**config.mk**
```make
export PLATFORM = sky130hd
export DESIGN_NAME = i2s_rx
export DESIGN_NICKNAME = d
export VERILOG_FILES = /design/src/rtl/i2s_pkg.sv /design/src/rtl/i2s_clkgen.sv /design/src/rtl/i2s_rx.sv
export SDC_FILE = /design/constraint.sdc
export NUM_CORES = 1
export LEC_CHECK = 0
export CORE_MARGIN = 1.5
export CORE_UTILIZATION = 53
export DETAILED_ROUTE_END_ITERATION = 8
export PLACE_DENSITY_LB_ADDON = 0.2
export SETUP_SLACK_MARGIN = 0.15
export SLEW_MARGIN = 15
export SYNTH_ARGS = -nofsm -noshare
export SYNTH_HDL_FRONTEND = slang
export SYNTH_SLANG_ARGS = --single-unit
```
**constraint.sdc**
```tcl
create_clock -name clk -period 2.41 [get_ports clk]
set_input_delay 0.482 -clock clk [delete_from_list [all_inputs] [get_ports clk]]
set_output_delay 0.482 -clock clk [all_outputs]
set_load 0.03 [all_outputs]
```
**src/rtl/i2s_pkg.sv**
```systemverilog
`default_nettype none
// ============================================================================
// Module   : i2s_pkg
// Purpose  : Shared frame geometry, channel encoding and slot-position helpers
//            for the I2S receiver.
// Contents : FRAME_BITS / SLOT_BITS frame geometry, counter widths,
//            i2s_chan_e channel type, slot_pos() and slot_chan() helpers.
// Revision : 1.0 - initial release
// ============================================================================
package i2s_pkg;

  localparam int FRAME_BITS = 64;
  localparam int SLOT_BITS  = 32;

  // Bit counter spans one full frame; its MSB is the word select.
  localparam int CNT_W      = $clog2(FRAME_BITS);
  // Width of the position within a slot (0..SLOT_BITS-1).
  localparam int SLOT_W     = $clog2(SLOT_BITS);
  // Extended position needs one more bit so it can express SLOT_BITS itself.
  localparam int POS_W      = SLOT_W + 1;

  typedef enum logic {
    CH_LEFT  = 1'b0,
    CH_RIGHT = 1'b1
  } i2s_chan_e;

  // Position of the current SCK cycle within its slot. Position 0 is
  // reported as SLOT_BITS: with the one-bit I2S delay, a full-width word
  // lands its LSB in the first cycle of the following slot.
  function automatic logic [POS_W-1:0] slot_pos(input logic [SLOT_W-1:0] low_cnt);
    logic [POS_W-1:0] p;
    p = POS_W'(low_cnt);
    if (low_cnt == '0) begin
      p = POS_W'(SLOT_BITS);
    end
    return p;
  endfunction

  // Channel owning the bit that finishes in the current SCK cycle. Only the
  // wrapped position (first cycle of the next slot) belongs to the slot
  // before the word-select change.
  function automatic i2s_chan_e slot_chan(input logic [CNT_W-1:0] cnt);
    logic ws;
    ws = cnt[CNT_W-1];
    if (cnt[SLOT_W-1:0] == '0) begin
      ws = ~ws;
    end
    return i2s_chan_e'(ws);
  endfunction

endpackage : i2s_pkg
`default_nettype wire

```
**src/rtl/i2s_clkgen.sv**
```systemverilog
`default_nettype none
// ============================================================================
// Module   : i2s_clkgen
// Purpose  : Divides the system clock down to the I2S bit clock (SCK) and
//            produces single-cycle strobes aligned to each SCK edge.
// Ports    : clk         in   system clock
//            rst         in   synchronous active-high reset
//            en_i        in   run enable; low parks SCK low, divider at 0
//            sck_o       out  I2S bit clock
//            sck_rise_o  out  strobe: SCK goes high at the next clk edge
//            sck_fall_o  out  strobe: SCK goes low at the next clk edge
// Revision : 1.0 - initial release
// ============================================================================
module i2s_clkgen #(
  parameter int HALF_DIV = 16
) (
  input  logic clk,
  input  logic rst,
  input  logic en_i,
  output logic sck_o,
  output logic sck_rise_o,
  output logic sck_fall_o
);

  localparam int               DIV_W = $clog2(HALF_DIV);
  localparam logic [DIV_W-1:0] DIV_TC = DIV_W'(HALF_DIV - 1);

  logic [DIV_W-1:0] div_q, div_d;
  logic             sck_q, sck_d;
  logic             w_tc;

  assign w_tc = (div_q == DIV_TC);

  always_comb begin
    div_d = div_q;
    sck_d = sck_q;
    if (!en_i) begin
      div_d = '0;
      sck_d = 1'b0;
    end else if (w_tc) begin
      div_d = '0;
      sck_d = ~sck_q;
    end else begin
      div_d = div_q + 1'b1;
    end
  end

  always_ff @(posedge clk) begin
    if (rst) begin
      div_q <= '0;
      sck_q <= 1'b0;
    end else begin
      div_q <= div_d;
      sck_q <= sck_d;
    end
  end

  // Strobes fire in the cycle before SCK changes, so logic clocked on the
  // same clk edge acts exactly when the pin toggles.
  assign sck_o      = sck_q;
  assign sck_rise_o = en_i & w_tc & ~sck_q;
  assign sck_fall_o = en_i & w_tc &  sck_q;

endmodule : i2s_clkgen
`default_nettype wire

```
**src/rtl/i2s_rx.sv**
```systemverilog
`default_nettype none
// ============================================================================
// Module   : i2s_rx
// Purpose  : I2S master receiver for a MEMS microphone. Generates SCK/WS,
//            captures serial data MSB first and offers each slot as a word
//            on a valid/ready interface, flagging dropped words.
// Ports    : clk             in   system clock (only clock)
//            rst             in   synchronous active-high reset
//            en              in   capture enable; low halts the bus
//            i2s_clk         out  I2S bit clock (SCK)
//            i2s_ws          out  word select (0 left, 1 right)
//            i2s_sd          in   serial data, asynchronous to clk
//            sample_data     out  captured word, raw two's complement
//            sample_channel  out  slot of sample_data (0 left, 1 right)
//            sample_valid    out  word on sample_data/sample_channel valid
//            sample_ready    in   downstream accepts the word
//            overrun         out  sticky: a completed word was dropped
//            overrun_clr     in   single-cycle clear of overrun
// Revision : 1.0 - initial release
// ============================================================================
module i2s_rx
  import i2s_pkg::*;
#(
  parameter int CLK_FREQ     = 50_000_000,
  parameter int I2S_CLK_FREQ = 1_500_000,
  parameter int DATA_SIZE    = 24
) (
  input  logic                 clk,
  input  logic                 rst,
  input  logic                 en,
  output logic                 i2s_clk,
  output logic                 i2s_ws,
  input  logic                 i2s_sd,
  output logic [DATA_SIZE-1:0] sample_data,
  output logic                 sample_channel,
  output logic                 sample_valid,
  input  logic                 sample_ready,
  output logic                 overrun,
  input  logic                 overrun_clr
);

  localparam int               HALF_DIV = CLK_FREQ / (2 * I2S_CLK_FREQ);
  localparam logic [POS_W-1:0] LAST_POS = POS_W'(DATA_SIZE);
  localparam logic [POS_W-1:0] POS_ONE  = POS_W'(1);
  localparam logic [POS_W-1:0] POS_TWO  = POS_W'(2);

  // --------------------------------------------------------------------------
  // Elaboration-time parameter checks
  // --------------------------------------------------------------------------
  generate
    if (HALF_DIV < 4) begin : g_bad_half_div
      $error("i2s_rx: HALF_DIV = %0d, must be at least 4", HALF_DIV);
    end
    if ((DATA_SIZE < 8) || (DATA_SIZE > SLOT_BITS)) begin : g_bad_data_size
      $error("i2s_rx: DATA_SIZE = %0d, must be within 8..%0d", DATA_SIZE, SLOT_BITS);
    end
  endgenerate

  // --------------------------------------------------------------------------
  // Bit clock generation
  // --------------------------------------------------------------------------
  logic w_sck_fall;
  // Data is both launched by the microphone and taken here on the falling
  // strobe, so the rising strobe has no consumer in this block.
  logic w_sck_rise_unused;

  i2s_clkgen #(
    .HALF_DIV (HALF_DIV)
  ) u_clkgen (
    .clk        (clk),
    .rst        (rst),
    .en_i       (en),
    .sck_o      (i2s_clk),
    .sck_rise_o (w_sck_rise_unused),
    .sck_fall_o (w_sck_fall)
  );

  // --------------------------------------------------------------------------
  // State
  // --------------------------------------------------------------------------
  logic [CNT_W-1:0]     cnt_q, cnt_d;
  logic                 sd_meta_q, sd_sync_q;
  logic [DATA_SIZE-1:0] shift_q, shift_d;
  logic                 armed_q, armed_d;
  logic                 done_q, done_d;
  i2s_chan_e            chan_pend_q, chan_pend_d;
  logic [DATA_SIZE-1:0] data_q, data_d;
  i2s_chan_e            chan_q, chan_d;
  logic                 valid_q, valid_d;
  logic                 ovr_q, ovr_d;

  logic [POS_W-1:0]     w_pos;
  logic                 w_take;
  logic                 w_last;
  logic                 w_xfer;
  logic                 w_drop;

  // --------------------------------------------------------------------------
  // Capture: bits enter on the falling strobe that ends their SCK cycle.
  // A word only accumulates once its first data bit (position 1) has been
  // taken, so enabling or resetting mid-slot can never yield a partial word.
  // --------------------------------------------------------------------------
  assign w_pos  = slot_pos(cnt_q[SLOT_W-1:0]);
  assign w_take = w_sck_fall &&
                  ((w_pos == POS_ONE) ||
                   (armed_q && (w_pos >= POS_TWO) && (w_pos <= LAST_POS)));
  assign w_last = w_take && (w_pos == LAST_POS);

  always_comb begin
    cnt_d       = cnt_q;
    shift_d     = shift_q;
    armed_d     = armed_q;
    done_d      = w_last;
    chan_pend_d = chan_pend_q;
    if (!en) begin
      cnt_d   = '0;
      shift_d = '0;
      armed_d = 1'b0;
    end else begin
      if (w_sck_fall) begin
        cnt_d = cnt_q + 1'b1;
      end
      if (w_take) begin
        shift_d = {shift_q[DATA_SIZE-2:0], sd_sync_q};
        armed_d = !w_last;
      end
      // Channel is latched at the final bit: for a full-width word the
      // counter has already crossed into the next slot one cycle later.
      if (w_last) begin
        chan_pend_d = slot_chan(cnt_q);
      end
    end
  end

  // --------------------------------------------------------------------------
  // Output handshake and overrun. A completed word is offered one clk after
  // its last bit; it loads only if the holding register is free or is being
  // emptied in that same cycle, otherwise it is dropped.
  // --------------------------------------------------------------------------
  assign w_xfer = valid_q & sample_ready;
  assign w_drop = done_q & valid_q & ~sample_ready;

  always_comb begin
    data_d  = data_q;
    chan_d  = chan_q;
    valid_d = valid_q;
    ovr_d   = ovr_q;
    if (w_xfer) begin
      valid_d = 1'b0;
    end
    if (done_q && !w_drop) begin
      data_d  = shift_q;
      chan_d  = chan_pend_q;
      valid_d = 1'b1;
    end
    // Set has priority over clear.
    if (overrun_clr) begin
      ovr_d = 1'b0;
    end
    if (w_drop) begin
      ovr_d = 1'b1;
    end
  end

  always_ff @(posedge clk) begin
    if (rst) begin
      cnt_q       <= '0;
      sd_meta_q   <= 1'b0;
      sd_sync_q   <= 1'b0;
      shift_q     <= '0;
      armed_q     <= 1'b0;
      done_q      <= 1'b0;
      chan_pend_q <= CH_LEFT;
      data_q      <= '0;
      chan_q      <= CH_LEFT;
      valid_q     <= 1'b0;
      ovr_q       <= 1'b0;
    end else begin
      cnt_q       <= cnt_d;
      sd_meta_q   <= i2s_sd;
      sd_sync_q   <= sd_meta_q;
      shift_q     <= shift_d;
      armed_q     <= armed_d;
      done_q      <= done_d;
      chan_pend_q <= chan_pend_d;
      data_q      <= data_d;
      chan_q      <= chan_d;
      valid_q     <= valid_d;
      ovr_q       <= ovr_d;
    end
  end

  assign i2s_ws         = cnt_q[CNT_W-1];
  assign sample_data    = data_q;
  assign sample_channel = chan_q;
  assign sample_valid   = valid_q;
  assign overrun        = ovr_q;

endmodule : i2s_rx
`default_nettype wire

```
==> key figures, run 1 <==
Global routing
  • Largest net degree at the start of global routing: 27
  • Initial antenna violation count: 0
  • First-pass GRT wire length: 7.94 mm
  • Grt ovf: 0
  • Total track usage: between 20% and 30%
  • Vias in the first global route: 1768

Drt
  • # DRC: 0
  • Via density: just over 5
  • Remaining antenna violation count: 0
  • DR pass1 iterations: 4
  • Routed len/inst: 12.4 um
  • WL final: 4.57 mm
  • Via count: 1876
  • 1st-iter DRT viols: 82

Power
  • Switching Fraction: 21.0%
  • Power Density: 636 nW/um^2
  • Peak VDD IR: 0.399 mV
  • Clock Power Share: 40.9%
  • Leakage Power: 0.00103 uW
  • Sequential power share: 57.2%
  • P_sw: 407 uW
  • Combinational Power Share: 1.9%
  • Pint: 1540 uW

Worst hold path
  • HP Class: flip-flop to flip-flop
  • Hold-critical path depth: 1
  • Hold-critical path endpoint: sd_sync_q
  • Worst hold start: sd_meta_q

Timing
  • Hold_ws: roughly 0.44 ns
  • Final setup viols: 0
  • Final hold vios: 0
  • Clock skew: a little under 0.007 ns
  • Final period util: 82.4%
  • Max-slew headroom: 72.0%
  • RSZ-0062 raised after global routing: no
  • Final TNS setup: 0 ns
  • Setup ws final: approximately 0.42 ns
  • Clock period minus final worst setup slack: roughly 2 ns
  • Slew Viols, Final: 0
  • Fmax: 504 MHz
  • Tightest Pin Transition: between 0.4 and 0.5 ns

Yosys
  • Syn avg cell area: just over 9 sq um
  • Netlist cell types: 31
  • Seq cells post-synth: 67
  • Seq/Total Area, Yosys: ~53%
  • Syn Inst Count: 277
  • Total number of yosys warnings: 0
  • Mapped Area: 2520 sq um
  • Syn nets: between 200 and 300

Layout
  • Final core utilization: 68.3%
  • Antenna diode count: 0
  • Multi-input gate area: ~1100 sq um
  • Leading cell types in the layout, fill and taps excluded: 76 x nand2_1, 67 x dfxtp_1, 34 x clkdlybuf4s50_1
  • Synth-to-Final Area Change: 21.4%
  • Register area: roughly 1300 sq um
  • Commonest non-fill, non-tap cell in the layout: nand2_1
  • Nets: 321
  • Fillcell total: 364
  • Layout cell share with drive strength beyond 1: roughly 7%

Worst setup path
  • R2R depth: 6
  • CP Launch Point: u_clkgen.div_q[0]
  • Setup CP Type: flip-flop to flip-flop
  • Reg-to-reg slack, setup: 0.42 ns
  • Crit path DAT: 2.25 ns
  • Max Fanout on Critical Path: 23
  • Nature of the critical path endpoint: flip-flop
  • CP Launch Type: flip-flop
  • Crit path required time: 2.67 ns
  • R2R Path End: shift_q[20]
  • RR Startpoint: u_clkgen.div_q[0]

Clocking
  • Worst skew pair latency: ~0.34 ns
  • Longest Clk Path Bufs: 2
  • CTS Buf Count: 9
  • CTS tree: done
  • Clock Tree Root: clkbuf_8
  • Clk slew on worst S/H paths: 0.07 ns
  • H-tree lvl count: 3
  • Hold buffers post-CTS: 0
  • CTS resizes: 0
  • Buffer count from post-CTS setup fixing: 0
  • Clock sink total: between 60 and 70

Placed design
  • RePlAce Congestion: 0.794
  • Port Buffers: 34
  • Post-place setup slack: 0.384 ns
  • Dpl hpwl: 2.87 mm

Run status
  • Status: completed

Flow run
  • Max cap viols: 0

Floorplan
  • Top-Level Pins: 35
  • Die W: roughly 72 um
  • Initial Util: 56.2%
  • Die area: 5170 sq um
  • Die H: 71.9 um
  • Num rows: 24
  • CORE AREA: ~4500 sq um
==> sequential cells by signal, summed over array words and instances (netlist names) <==
| name | count |
|---|---|
| done_q | 1 |
| sd_sync_q | 1 |
| cnt_q | 6 |
| overrun | 1 |
| armed_q | 1 |
| sample_valid | 1 |
| u_clkgen.sck_o | 1 |
| u_clkgen.div_q | 4 |
| sample_channel | 1 |
| chan_pend_q | 1 |
| sample_data | 24 |
| sd_meta_q | 1 |
| shift_q | 24 |
==> cells in the mapped netlist <==
master | count | share of area [%]
a211o_1 | 1 | 0.35
a211oi_4 | 1 | 0.80
a21o_1 | 1 | 0.30
a21oi_1 | 31 | 6.2
and2_1 | 2 | 0.50
and2b_1 | 1 | 0.30
and3_1 | 2 | 0.50
and4_1 | 1 | 0.35
buf_6 | 1 | 0.45
buf_8 | 2 | 1.2
clkbuf_1 | 13 | 1.9
dfxtp_1 | 67 | 53
ha_1 | 3 | 1.5
inv_1 | 5 | 0.75
mux2i_1 | 24 | 9.5
nand2_1 | 76 | 11
nand2_4 | 1 | 0.45
nand2b_1 | 3 | 0.75
nand3_1 | 3 | 0.60
nand4_1 | 3 | 0.75
nand4b_1 | 1 | 0.35
nor2_1 | 13 | 1.9
nor2b_1 | 6 | 1.5
nor3_1 | 3 | 0.60
nor3b_1 | 1 | 0.30
nor4_1 | 1 | 0.25
o21ai_0 | 1 | 0.20
o21ai_1 | 2 | 0.40
or3_1 | 1 | 0.25
xnor2_1 | 4 | 1.4
xor2_1 | 3 | 1.0
==> critical path, stage by stage (launching register included) <==
cell and delay (ns):
dfxtp_1 0.38, ha_1 0.24, and4_1 0.44, nand2_4 0.12
a211oi_4 0.26, buf_12 0.23, mux2i_1 0.23
==> kinds of logic (layout without fill, tap and decap cells) <==
kind of cell / after synthesis / count (layout) / share of synthesized area (%)
AND/OR/NAND/NOR: 118 / 118 / 20.7
flip-flops: 67 / 67 / 53.3
AO/OA/AOI/OAI: 37 / 37 / 8.20
multiplexers: 24 / 24 / 9.55
buffers and inverters: 21 / 59 / 4.33
XOR/XNOR: 7 / 7 / 2.44
adder cells (fa/ha/maj): 3 / 3 / 1.49
==> routing by layer <==
layer	global-route usage (%)	share of wire [%]	up-vias
met5	0	0	-
met1	24.0	48	851
met3	7.22	3.9	6
li1	-	-	980
met2	33.2	46	39
met4	9.85	1.2	0
==> worst max-delay path by stage <==
| stage | to | slack [ns] | cells past startpoint |
|---|---|---|---|
| 2_1_floorplan | shift_q[14] | 0.62 | 7 |
| 3_3_place_gp | shift_q[19] | 0.45 | 5 |
| 3_5_place_dp | shift_q[19] | 0.38 | 5 |
| 4_1_cts | shift_q[20] | 0.43 | 6 |
| 5_1_grt | shift_q[9] | 0.23 | 6 |
| 6_report | shift_q[20] | 0.42 | 6 |
==> power by group through the flow <==
stage	registers [uW]	clock network (uW)	logic, uW
2_1_floorplan	1140	0	18.7
4_1_cts	1110	814	37.0
3_5_place_dp	1140	0	36.6
5_1_grt	1110	855	41.4
3_3_place_gp	1140	0	36.6
6_report	1110	795	36.8
==> per-stage QoR <==
stage	instance area [sq um]	instances	power, uW
finish	3060	367	1940
global route	3060	367	2010
CTS	3060	367	1960
detailed placement	2890	353	1170
global placement	2890	353	1170
floorplan	2520	277	1160
==> cell type report <==
class	count	share of cell area, %
well taps	52	2.13
multi-input cells	189	34.9
repair buffers	40	13.0
flip-flops and latches	67	43.9
clock inverters	3	0.491
clock buffers	11	4.95
inverters	5	0.614
Note: power is estimated with default switching activity, not from simulation.
==> run 2: changes to the inputs <==
Clock period 2.41 ns to 1.9 ns, I/O delays scaled along.
==> key figures, run 2 (synthesis results as in run 1) <==
Drt
  • 1st-iter DRT viols: 102 (was 82)
  • # DRC: 0 (unchanged)
  • WL final: 5.22 mm (was 4.57 mm)
  • Remaining antenna violation count: 0 (unchanged)
  • Via density: 5.27 (was 5.11)
  • Via count: 1991 (was 1876)
  • DR pass1 iterations: 4 (unchanged)
  • Routed len/inst: 13.8 um (was 12.4 um)

Power
  • Final Power: 2650 uW (was 1940 uW)
  • Peak VDD IR: 0.518 mV (was 0.399 mV)
  • Sequential power share: 53.1% (was 57.2%)
  • P_sw: 585 uW (was 407 uW)
  • Switching Fraction: 22.0% (was 21.0%)
  • Clock Power Share: 45.0% (was 40.9%)
  • Pint: 2070 uW (was 1540 uW)
  • Power Density: 792 nW/um^2 (was 636 nW/um^2)
  • Leakage Power: 0.00155 uW (was 0.00103 uW)
  • Combinational Power Share: 2.0% (was 1.9%)

Clocking
  • Clock sink total: 67 (unchanged)
  • Hold buffers post-CTS: 0 (unchanged)
  • Clock Tree Root: clkbuf_8 (unchanged)
  • CTS Buf Count: 9 (unchanged)
  • CTS tree: done (unchanged)
  • Worst skew pair latency: 0.35 ns (was 0.34 ns)
  • H-tree lvl count: 3 (unchanged)
  • Clk slew on worst S/H paths: 0.07 ns (about the same)
  • Longest Clk Path Bufs: 2 (unchanged)

Run status
  • Status: completed (unchanged)

Timing
  • Clock skew: 0.00798 ns (was 0.00675 ns)
  • Final period util: 93.0% (was 82.4%)
  • Tightest Pin Transition: 0.391 ns (was 0.421 ns)
  • Slew Viols, Final: 0 (unchanged)
  • Hold_ws: 0.442 ns (was 0.441 ns)
  • RSZ-0062 raised after global routing: yes (was no)
  • Final hold vios: 0 (unchanged)
  • Final TNS setup: 0 ns (unchanged)
  • Max-slew headroom: 73.9% (was 72.0%)
  • Clock period minus final worst setup slack: 1.77 ns (was 1.99 ns)
  • Fmax: 566 MHz (was 504 MHz)
  • Final setup viols: 0 (unchanged)

Worst hold path
  • Hold-critical path depth: 1 (unchanged)
  • Worst hold start: sd_meta_q (unchanged)
  • HP Class: flip-flop to flip-flop (unchanged)

Global routing
  • Total track usage: 20.9% (was 20.4%)
  • Vias in the first global route: 1922 (was 1768)
  • First-pass GRT wire length: 8.25 mm (was 7.94 mm)
  • Grt ovf: 0 (unchanged)
  • Initial antenna violation count: 0 (unchanged)
  • Largest net degree at the start of global routing: 27 (unchanged)

Layout
  • Synth-to-Final Area Change: 33.2% (was 21.4%)
  • Cell Count, Final, Fillers Out: 378 (was 367)
  • Nets: 330 (was 321)
  • Leading cell types in the layout, fill and taps excluded: 76 x nand2_1, 62 x dfxtp_1, 31 x a21oi_1 (was 76 x nand2_1, 67 x dfxtp_1, 34 x clkdlybuf4s50_1)
  • Register area: 1350 sq um (was 1340 sq um)
  • Antenna diode count: 0 (unchanged)
  • Layout cell share with drive strength beyond 1: 14.7% (was 6.98%)
  • Commonest non-fill, non-tap cell in the layout: nand2_1 (unchanged)
  • Fillcell total: 333 (was 364)
  • Multi-input gate area: 1110 sq um (was 1070 sq um)

Floorplan
  • Die H: 71.9 um (unchanged)
  • Num rows: 24 (unchanged)
  • Die area: 5170 sq um (unchanged)
  • Top-Level Pins: 35 (unchanged)
  • Die W: 71.9 um (unchanged)
  • Initial Util: 56.2% (unchanged)
  • CORE AREA: 4470 sq um (unchanged)

Worst setup path
  • Max Fanout on Critical Path: 11 (was 23)
  • Setup CP Type: flip-flop to flip-flop (unchanged)
  • R2R depth: 7 (was 6)
  • Reg-to-reg slack, setup: 0.13 ns (was 0.42 ns)
  • Worst setup path endpoint: shift_q[3] (was shift_q[20])
  • CP Launch Type: flip-flop (unchanged)
  • RR Startpoint: cnt_q[1] (was u_clkgen.div_q[0])
  • R2R Path End: shift_q[3] (was shift_q[20])
  • Crit path DAT: 2.04 ns (was 2.25 ns)
  • CP Launch Point: cnt_q[1] (was u_clkgen.div_q[0])
  • Nature of the critical path endpoint: flip-flop (unchanged)
  • Crit path required time: 2.18 ns (was 2.67 ns)

Flow run
  • Max cap viols: 0 (unchanged)

Placed design
  • DP Cell Count: 355 (was 353)
  • Port Buffers: 34 (unchanged)
  • Dpl hpwl: 3.03 mm (was 2.87 mm)
  • RePlAce Congestion: 0.726 (was 0.794)
==> run 2: how the worst min path moves through the flow <==
stage                       to
6_report             sd_sync_q
5_1_grt        sample_data[22]
4_1_cts              sd_sync_q
3_3_place_gp         sd_sync_q
3_5_place_dp         sd_sync_q
2_1_floorplan        sd_sync_q
==> run 2: power by group through the flow <==
stage	logic, uW	clock network (uW)	registers, uW
floorplan	23.9	0	1440
global placement	50.8	0	1440
detailed placement	51.4	0	1440
CTS	52.3	1200	1410
global route	57.0	1260	1410
finish	52.0	1190	1410
==> run 2: cell type report <==
class,count,share of cell area (%)
Tap cell,52,1.94
Multi-Input combinational cell,189,33.1
Inverter,5,0.560
Clock buffer,10,4.11
Timing Repair Buffer,49,18.0
Sequential cell,67,40.4
Clock inverter,6,1.94
==> run 2: repair_timing <==
item,4_1_cts,5_1_grt
hold endpoints to repair,0,0
pin swaps,1,0
setup buffers,2,3
cloned,1,1
setup endpoints to repair,24,45
resized for setup,5,35
==> run 2: through the flow <==
| step | worst slack, ns | utilization [%] | cell area, sq um |
|---|---|---|---|
| 4_1_cts | 0.128 | 71.5 | 3200 |
| 6_report | 0.134 | 74.9 | 3350 |
| 2_1_floorplan | 0.152 | - | 2520 |
| 3_5_place_dp | 0.0362 | 65.9 | 2950 |
| 5_1_grt | 0.0829 | 74.9 | 3350 |
| 3_3_place_gp | 0.0970 | 65.9 | 2950 |
==> run 2: worst max-delay path, cell delays in order, from the launching register on <==
cell       delay [ns]
dfxtp_4          0.39
inv_2            0.05
ha_2             0.18
nand2b_4         0.14
a21o_1           0.19
a211oi_4         0.23
bufbuf_16        0.33
mux2i_1          0.19
==> run 2: per-layer routing <==
layer  vias to the layer above  global-route usage, %  routed length (um)
met4                         0                   12.4                 159
met3                        14                   5.42                 167
met5                         -                      0                   0
li1                       1000                      -                   -
met1                       940                   23.2                2300
met2                        37                   36.0                2590
==> run 3: changes to the inputs <==
Settings changed: CAP_MARGIN from default to 15, CELL_PAD_IN_SITES_DETAIL_PLACEMENT from default to 2, CELL_PAD_IN_SITES_GLOBAL_PLACEMENT from default to 2, CORE_UTILIZATION 53 to 33.
==> key figures, run 3 (synthesis results as in run 1) <==
Worst setup path
  • Nature of the critical path endpoint: flip-flop (unchanged)
  • Setup CP Type: flip-flop to flip-flop (unchanged)
  • CP Launch Type: flip-flop (unchanged)
  • Crit path max-delay family: compound AO/OA/AOI/OAI gates (unchanged)
  • Crit path required time: 2.17 ns (was 2.18 ns)
  • Crit path DAT: 2.04 ns (about the same)
  • Worst path bufs/invs: 3 (was 2)
  • Max Fanout on Critical Path: 6 (was 11)
  • Cell Chain, Critical Path: inv_4 -> ha_4 -> nand2b_4 -> a21o_1 -> a211oi_4 -> buf_6 -> clkbuf_16 -> mux2i_1 (was inv_2 -> ha_2 -> nand2b_4 -> a21o_1 -> a211oi_4 -> bufbuf_16 -> mux2i_1)
  • Slowest cell on the critical path: dfxtp_4 (unchanged)
  • Max incr delay on CP: 0.40 ns (was 0.39 ns)

Placed design
  • RePlAce Congestion: 0.706 (was 0.726)
  • Post-DP Area: 3000 sq um (was 2950 sq um)
  • Post-place setup slack: -0.250 ns (was 0.0362 ns)
  • Port Buffers: 34 (unchanged)
  • Dpl hpwl: 4.02 mm (was 3.03 mm)

Timing
  • Setup ws final: 0.131 ns (was 0.134 ns)
  • Final hold vios: 0 (unchanged)
  • Max-slew headroom: 60.9% (was 73.9%)
  • Clock period minus final worst setup slack: 1.77 ns (about the same)
  • Clock skew: 0.0178 ns (was 0.00798 ns)
  • Final TNS setup: 0 ns (unchanged)
  • Slew Viols, Final: 0 (unchanged)
  • RSZ-0062 raised after global routing: yes (unchanged)
  • Final setup viols: 0 (unchanged)
  • Tightest Pin Transition: 0.585 ns (was 0.391 ns)
  • Fmax: 565 MHz (was 566 MHz)
  • Final period util: 93.1% (was 93.0%)

Drt
  • WL final: 6.66 mm (was 5.22 mm)
  • Via density: 4.79 (was 5.27)
  • Routed len/inst: 15.6 um (was 13.8 um)
  • Via count: 2049 (was 1991)
  • Remaining antenna violation count: 0 (unchanged)
  • DR pass1 iterations: 4 (unchanged)
  • 1st-iter DRT viols: 36 (was 102)
  • # DRC: 0 (unchanged)

Global routing
  • Vias in the first global route: 2196 (was 1922)
  • First-pass GRT wire length: 10.6 mm (was 8.25 mm)
  • Initial antenna violation count: 0 (unchanged)
  • Routing usage on met3: 4.38% (was 5.42%)
  • Total track usage: 16.1% (was 20.9%)
  • GR peak layer: met2 (unchanged)
  • Met2 usage in global routing: 29.0% (was 36.0%)
  • Largest net degree at the start of global routing: 27 (unchanged)
  • Grt ovf: 0 (unchanged)
  • GR Util met1: 18.7% (was 23.2%)

Layout
  • Leading cell types in the layout, fill and taps excluded: 76 x nand2_1, 62 x dfxtp_1, 31 x a21oi_1 (unchanged)
  • Post-route cell area: 3420 sq um (was 3350 sq um)
  • Synth-to-Final Area Change: 36.1% (was 33.2%)
  • Commonest non-fill, non-tap cell in the layout: nand2_1 (unchanged)
  • Layout cell share with drive strength beyond 1: 16.4% (was 14.7%)
  • Nets: 333 (was 330)
  • Antenna diode count: 0 (unchanged)
  • Fillcell total: 799 (was 333)

Clocking
  • H-tree lvl count: 3 (unchanged)
  • CTS Buf Count: 9 (unchanged)
  • CTS tree: done (unchanged)
  • Clock Tree Root: clkbuf_8 (unchanged)
  • Clock sink total: 67 (unchanged)
  • Longest Clk Path Bufs: 2 (unchanged)
  • Worst skew pair latency: 0.35 ns (about the same)
  • Clk slew on worst S/H paths: 0.08 ns (was 0.07 ns)

Floorplan
  • Die W: 90.3 um (was 71.9 um)
  • Initial Util: 34.3% (was 56.2%)
  • CORE AREA: 7330 sq um (was 4470 sq um)
  • Die area: 8160 sq um (was 5170 sq um)
  • Num rows: 31 (was 24)
  • Top-Level Pins: 35 (unchanged)
  • Die H: 90.3 um (was 71.9 um)

Power
  • Peak VDD IR: 0.304 mV (was 0.518 mV)
  • Final Power: 2670 uW (was 2650 uW)
  • Leakage Power: 0.00150 uW (was 0.00155 uW)
  • Power Density: 780 nW/um^2 (was 792 nW/um^2)

Flow run
  • Max cap viols: 0 (unchanged)

Run status
  • Status: completed (unchanged)

Worst hold path
  • HP Class: flip-flop to flip-flop (unchanged)
-- run 3: cell types whose count changed in the layout (fill, tap and decap cells not counted), moves of 2 or more --
cell / previous run / this run
buf_4: 8 / 11
clkdlybuf4s50_1: 10 / 5
clkinv_4: 2 / 0
clkinvlp_4: 1 / 3
dlygate4sd2_1: 2 / 13
dlymetal6s2s_1: 22 / 16
inv_6: 0 / 2
nor2b_1: 6 / 4
-- run 3: timing repair --
item                                    4_1_cts  5_1_grt
setup buffers                                 2        5
pin swaps                                     1        1
endpoints found under the setup margin       49       39
cloned                                        1        2
gates resized for setup                      20       29
hold buffers                                  0        0
hold endpoints to repair                      0        0
-- run 3: power breakdown --
| part | total, uW | switching, uW | internal (uW) |
|---|---|---|---|
| clock network | 1210 | 598 | 612 |
| logic | 54.7 | 32.0 | 22.7 |
| registers | 1410 | 3.08 | 1400 |
-- run 3: final timing paths --
path,slack [ns],depth (start not counted),start,to
setup reg to reg,0.13,8,cnt_q[1],shift_q[5]
hold reg to reg,0.45,1,sd_meta_q,sd_sync_q
setup / recovery,0.13,8,cnt_q[1],shift_q[5]
hold / removal,0.45,1,sd_meta_q,sd_sync_q
-- run 3: area by class of cell --
class | instances | area, sq um | share of cell area, %
clock buffers | 9 | 124 | 3.62
clock inverters | 7 | 75.1 | 2.19
inverters | 5 | 21.3 | 0.621
multi-input cells | 189 | 1130 | 33.1
flip-flops and latches | 67 | 1350 | 39.5
well taps | 99 | 124 | 3.62
repair buffers | 52 | 596 | 17.4
-- run 3: per-layer routing --
metal | share of wire [%] | vias to the layer above
met3 | 2.8 | 8
met4 | 0.95 | 0
met1 | 44 | 1009
li1 | - | 1001
met5 | 0 | -
met2 | 52 | 31
-- run 3: per-stage QoR --
step	instances	utilization (%)	hold slack, ns
3_3_place_gp	402	40.9	0.432
3_5_place_dp	402	40.9	0.438
4_1_cts	421	44.3	0.456
6_report	428	46.7	0.450
2_1_floorplan	277	-	0.414
5_1_grt	428	46.7	0.476
